===== config.mk =====
export PLATFORM = sky130hd
export DESIGN_NAME = btn_conditioner
export DESIGN_NICKNAME = d
export VERILOG_FILES = /design/src/rtl/btn_conditioner.sv
export SDC_FILE = /design/constraint.sdc
export NUM_CORES = 1
export LEC_CHECK = 0
export BUFFER_PORTS_ARGS = -buffer_cell sky130_fd_sc_hd__buf_2
export CELL_PAD_IN_SITES_DETAIL_PLACEMENT = 0
export CELL_PAD_IN_SITES_GLOBAL_PLACEMENT = 1
export CORE_MARGIN = 5
export CORE_UTILIZATION = 46
export DETAILED_ROUTE_END_ITERATION = 8
export PLACE_DENSITY_LB_ADDON = 0.15
export SLEW_MARGIN = 10
export SYNTH_ARGS = -nofsm -noshare
export SYNTH_HDL_FRONTEND = slang
export SYNTH_SLANG_ARGS = --single-unit

===== constraint.sdc =====
create_clock -name CLK -period 1.83 [get_ports CLK]
set_input_delay 0.0915 -clock CLK [delete_from_list [all_inputs] [get_ports CLK]]
set_output_delay 0.0915 -clock CLK [all_outputs]
set_load 0.005 [all_outputs]

===== src/rtl/btn_conditioner.sv =====
// Button conditioner: 2-flop synchronizer, per-channel debounce, registered press/release pulses; BTN_AUTOREPEAT_EN adds held-key repeats.
// Latency: a held raw change reaches BTN_LEVEL/BTN_PRESS/BTN_RELEASE on the (DEBOUNCE_CYCLES+2)th rising edge.
// Backpressure: none; levels and one-cycle pulses are free-running with no handshake.
module btn_conditioner #(
    parameter int N_BTN           = 3,
    parameter int DEBOUNCE_CYCLES = 250000,
    parameter int REPEAT_DELAY    = 25000000,
    parameter int REPEAT_PERIOD   = 5000000
) (
    input  logic             CLK,
    input  logic             RST,
    input  logic [N_BTN-1:0] BTN_N,
    output logic [N_BTN-1:0] BTN_LEVEL,
    output logic [N_BTN-1:0] BTN_PRESS,
    output logic [N_BTN-1:0] BTN_RELEASE
);

    localparam int CNT_W = (DEBOUNCE_CYCLES > 2) ? $clog2(DEBOUNCE_CYCLES) : 1;
    localparam logic [CNT_W-1:0] CNT_LAST = CNT_W'(DEBOUNCE_CYCLES - 1);

    if (DEBOUNCE_CYCLES < 2 || REPEAT_DELAY < 1 || REPEAT_PERIOD < 1) begin : g_bad_param
        $error("btn_conditioner: illegal timing parameter");
    end

    logic [N_BTN-1:0] r_sync1;
    logic [N_BTN-1:0] r_sync2;
    logic [N_BTN-1:0] r_level;
    logic [N_BTN-1:0] r_press;
    logic [N_BTN-1:0] r_release;
    logic [N_BTN-1:0] w_sync;
    logic [N_BTN-1:0] w_toggle;
    logic [N_BTN-1:0] w_rpt;

    // Synchronizer resets to "released" so a held button re-debounces after reset.
    always_ff @(posedge CLK) begin
        if (RST) begin
            r_sync1 <= '1;
            r_sync2 <= '1;
        end else begin
            r_sync1 <= BTN_N;
            r_sync2 <= r_sync1;
        end
    end

    assign w_sync = ~r_sync2;

    for (genvar gi = 0; gi < N_BTN; gi++) begin : g_ch
        logic [CNT_W-1:0] r_cnt;
        logic             w_diff;

        assign w_diff       = w_sync[gi] ^ r_level[gi];
        assign w_toggle[gi] = w_diff && (r_cnt == CNT_LAST);

        always_ff @(posedge CLK) begin
            if (RST || !w_diff || w_toggle[gi]) begin
                r_cnt <= '0;
            end else begin
                r_cnt <= r_cnt + CNT_W'(1);
            end
        end

`ifdef BTN_AUTOREPEAT_EN
        localparam int RPT_MAX = (REPEAT_DELAY > REPEAT_PERIOD) ? REPEAT_DELAY : REPEAT_PERIOD;
        localparam int RPT_W   = $clog2(RPT_MAX + 1);

        logic [RPT_W-1:0] r_rpt_cnt;
        logic             r_rpt_first;
        logic             w_rpt_due;

        assign w_rpt_due = r_rpt_first ? (r_rpt_cnt == RPT_W'(REPEAT_DELAY - 1))
                                       : (r_rpt_cnt == RPT_W'(REPEAT_PERIOD - 1));
        // A level change (including release) overrides any repeat due on the same edge.
        assign w_rpt[gi] = r_level[gi] && !w_toggle[gi] && w_rpt_due;

        always_ff @(posedge CLK) begin
            if (RST || w_toggle[gi]) begin
                r_rpt_cnt   <= '0;
                r_rpt_first <= 1'b1;
            end else if (r_level[gi]) begin
                if (w_rpt_due) begin
                    r_rpt_cnt   <= '0;
                    r_rpt_first <= 1'b0;
                end else begin
                    r_rpt_cnt <= r_rpt_cnt + RPT_W'(1);
                end
            end
        end
`else
        assign w_rpt[gi] = 1'b0;
`endif
    end

    always_ff @(posedge CLK) begin
        if (RST) begin
            r_level   <= '0;
            r_press   <= '0;
            r_release <= '0;
        end else begin
            r_level   <= r_level ^ w_toggle;
            r_press   <= (w_toggle & ~r_level) | w_rpt;
            r_release <= w_toggle & r_level;
        end
    end

    assign BTN_LEVEL   = r_level;
    assign BTN_PRESS   = r_press;
    assign BTN_RELEASE = r_release;

endmodule

Word-level counts from Yosys, hierarchy flattened
Cells that the tools add are included.
W data, S select, Z words.
{"block": "totals", "latch_bits": 0, "mem_bits_rw": 0, "mem_bits_ro": 0, "register_bits": 69, "n_memories": 0, "output_inout_bits": 9}
{"block": "classes", "n_shift": 0, "n_eq_ne": 3, "muxes": 0, "n_lt_le_gt_ge": 0, "n_div": 0, "n_bitwise": 8, "multipliers": 0, "n_reduce_logical": 12, "addsub": 3}
{"operator": "$add A18 B1 Y18 const B", "n": 3}
{"operator": "$eq A18 B18 Y1 const B", "n": 3}
{"operator": "$and A3 B3 Y3", "n": 2}
{"operator": "$logic_or A1 B1 Y1", "n": 6}
{"operator": "$not A3 Y3", "n": 2}
{"operator": "$logic_and A1 B1 Y1", "n": 3}
{"operator": "$logic_not A1 Y1", "n": 3}
{"operator": "$xor A1 B1 Y1", "n": 3}
{"operator": "$xor A3 B3 Y3", "n": 1}

Depth between registers and ports, before layout
{"block": "logic_depth", "word_depth": 5, "ltp_mapped": 6, "mapped_depth_nobuf": 6}

Worst setup path after synthesis
OpenSTA, ideal clock, no wires.
{"block": "synth_timing", "kind": "flip-flop to flip-flop", "start": "register g_ch[1].r_cnt[0]", "end": "register g_ch[1].r_cnt[11]", "path_buffers": 1, "path_stages_with_launch": 6, "synth_period_minus_slack_ns": 1.633, "path_slack_ns": 0.197, "t_arrival_ns": 1.518, "path_cell_list": "dfxtp_1 ha_1 nand3_1 o31ai_2 buf_4 nor2_1"}
{"block": "synth_via", "elab_chain_cells": 3}
{"element": "start, declared", "line_no": "48", "source": "logic [CNT_W-1:0] r_cnt;"}
{"element": "start signal, assigned", "line_no": "58", "source": "r_cnt <= r_cnt + CNT_W'(1);"}
{"element": "parallel branches: the longest is 3 deep, another holds $add A18 B1 Y18"}
Several ways; the timed one is not identified.
A chain may end at the register's enable or synchronous reset.

Final worst setup path
{"block": "layout_timing", "start": "register g_ch[2].r_cnt[0]", "end": "register g_ch[2].r_cnt[17]"}
{"block": "layout_via", "elab_chain_cells": 3}
{"element": "start, declared", "line_no": "48"}
{"element": "start signal, assigned", "line_no": "58"}
{"element": "parallel branches: the longest is 3 deep, another holds $add A18 B1 Y18"}
Several ways; the timed one is not identified.

==> flow_metrics.py <==
metrics = {
    "run_status": {
        "status": "finished, final reports clean",
    },
    "global_route": {
        "grt_pass1_wl_um": 9360,
        "antenna_found_initial": 0,
        "grtUsageTotal": 0.139,
        "overflow": 0,
        "grt_pass1_vias": 2131,
        "grt_max_degree": 20,
    },
    "critical_path": {
        "worstPathArrival_ns": 1.93,
        "worstSetupEndpoint": "g_ch[2].r_cnt[17]",
        "criticalPathCategory": "reg -> reg",
        "end_kind": "flop",
        "worstReg2RegStart": "g_ch[2].r_cnt[0]",
        "rrSetupSlack_ns": 0.12,
        "crit_fanout": 9,
        "cp-start-kind": "flop",
        "r2r-end": "g_ch[2].r_cnt[17]",
        "critical_path.startpoint": "g_ch[2].r_cnt[0]",
        "ff2ff_path_depth": 6,
        "required_ns": 2.04,
    },
    "synthesis": {
        "synthCells": 326,
        "syn_area_sq_um": 2950,
        "ys_ff_latch": 69,
        "ys_seq_area_frac": 0.468,
        "synth_cell_types": 31,
        "synth_nets": 340,
        "syn_avg_cell_area_sq_um": 9.06,
        "yosysWarnings": 0,
    },
    "run": {
        "drv_cap": 0,
    },
    "die": {
        "die-area_sq_um": 8120,
        "initial_core_util": 0.468,
        "ios": 14,
        "die_height_um": 90.1,
        "rows": 29,
        "fp.coreArea_sq_um": 6310,
        "die_w_um": 90.1,
    },
    "layout": {
        "nFillCells": 587,
        "antenna_cells": 0,
        "syn_to_final_growth_pct": 17.0,
        "final_area_sq_um": 3460,
        "regArea_sq_um": 1380,
        "drive_gt1_frac": 0.169,
        "post-route-util": 0.547,
        "multiInputGateArea_sq_um": 1510,
        "nets": 384,
    },
    "cts": {
        "clk_latency_ns": 0.33,
        "cts_buffers": 9,
        "clock-sinks": 69,
        "root_buffer": "clkbuf_8",
        "cts_tree": "yes",
        "clk_path_buf_depth": 2,
        "clk_pin_slew_ns": 0.06,
        "h-tree-depth": 3,
    },
    "timing": {
        "drv_slew": 0,
        "rsz0062_at_grt": "false",
        "fmax_mhz": 584,
        "period_needed_ns": 1.71,
        "timing.slew.headroom": 0.733,
        "post-route-period-util": 0.936,
        "setup_viol": 0,
        "hold_violations": 0,
        "tns_ns": 0,
        "timing.final.ws_setup_ns": 0.117,
        "tightestPinTransition_ns": 0.399,
        "skew_ns": 0.00460,
    },
    "detailed_routing": {
        "wl_per_cell_um": 12.0,
        "first_iter_violations": 83,
        "route.vias.total": 2213,
        "viasPerCell": 4.92,
        "drc": 0,
        "drtPass1Iterations": 6,
        "ant_nets": 0,
        "routed_wl_um": 5390,
    },
    "placement": {
        "placed_area_sq_um": 3270,
        "dpl.hpwl_um": 3810,
        "pre_cts_slack_ns": 0.0378,
        "port_buffers": 13,
        "gp_congestion": 0.785,
    },
    "min_path": {
        "holdPathStages": 2,
        "hp-class": "in -> reg",
    },
    "power": {
        "power.density_nw_per_um2": 731,
        "p_leak_nw": 1.11,
        "ir_drop_mv": 0.591,
    },
}
where the power goes:
group	total, mW	switching, mW	leakage (nW)	internal [mW]
Combinational	0.0432	0.0234	0.473	0.0197
Clock	0.970	0.500	0.0788	0.470
Sequential	1.51	0.00335	0.557	1.51
Total	2.53	0.527	1.11	2.00
layout by cell type, fill, tap and decap left out, types with 10 or more instances in the layout:
cell | netlist | final
nor2_1 | 70 | 70
buf_4 | 1 | 21
xnor2_1 | 41 | 41
inv_1 | 14 | 14
nor4_1 | 17 | 16
buf_2 | 2 | 13
nand3_1 | 19 | 19
dfxtp_1 | 69 | 69
nand4_1 | 17 | 17
nor3_1 | 12 | 12
nand2_1 | 10 | 10
sequential cells by signal, summed over array words and instances, names as in the netlist:
register,count
BTN_LEVEL,3
BTN_PRESS,3
BTN_RELEASE,3
g_ch.r_cnt,54
r_sync1,3
r_sync2,3
worst min path at each step:
stage | slack [ns] | to | startpoint
final | 0.12 | BTN_LEVEL[0] | RST
after global routing | 0.16 | BTN_LEVEL[0] | RST
after CTS | 0.11 | BTN_LEVEL[0] | RST
after detailed placement | 0.28 | r_sync1[0] | BTN_N[0]
after global placement | 0.28 | r_sync1[2] | BTN_N[2]
after floorplan | 0.20 | r_sync1[0] | BTN_N[0]
synthesized netlist by cell type, drive strengths merged:
cell type	instances	area [sq um]
dfxtp	69	1380
nand4	18	128
nor4b	4	35.0
o31ai	3	41.3
nor3	12	60.1
inv	14	52.6
clkbuf	2	7.51
and3	2	12.5
o21ai	2	13.8
ha	9	113
or2	7	43.8
or4	1	7.51
a21oi	3	15.0
nand2	10	37.5
buf	3	17.5
or3	4	30.0
nand3	20	113
nand4b	1	8.76
nor2	70	263
xnor2	41	359
xor2	7	61.3
nor4	17	106
a31o	1	8.76
nor2b	6	37.5
layout make-up:
class,instances,share of cell area
multi-input combinational,238,0.436
clock buffer,11,0.0380
tap,77,0.0279
timing repair buffer,38,0.0789
inverter,14,0.0152
clock inverter,3,0.00434
sequential,69,0.400
cell families after synthesis:
family / after synthesis / share of synthesized area
AOI/OAI and AO/OA: 9 / 0.0267
DFF: 69 / 0.468
buffers and inverters: 19 / 0.0263
adders and majority gates: 9 / 0.0381
and+or+nand+nor: 172 / 0.299
xor gates and xnor gates: 48 / 0.142
worst max-delay path, stage by stage, from the launching register on:
cell and delay [ns]:
dfxtp_1 0.37, ha_1 0.23, nand4_1 0.28, buf_4 0.24, o31ai_4 0.22, buf_4 0.20, a21oi_1 0.05
layer usage:
metal	vias up	wire length, um	track usage
li1	1195	-	-
met1	981	2660	0.180
met2	31	2450	0.210
met3	6	202	0.0451
met4	0	75	0.0620
met5	-	0	0
metrics by stage:
stage | total power, mW | hold WS [ns] | std cells
2_1_floorplan | 1.57 | 0.195 | 326
4_1_cts | 2.59 | 0.115 | 450
6_report | 2.53 | 0.124 | 450
3_5_place_dp | 1.59 | 0.279 | 433
5_1_grt | 2.66 | 0.155 | 450
3_3_place_gp | 1.59 | 0.278 | 433
repair_timing:
action / 4_1_cts / 5_1_grt
endpoints found under the setup margin: 0 / 5
hold buffers: 3 / 0
resized for setup: 0 / 2
endpoints found under the hold margin: 3 / 0
setup buffers: 0 / 0
(Power assumes the default switching activity.)
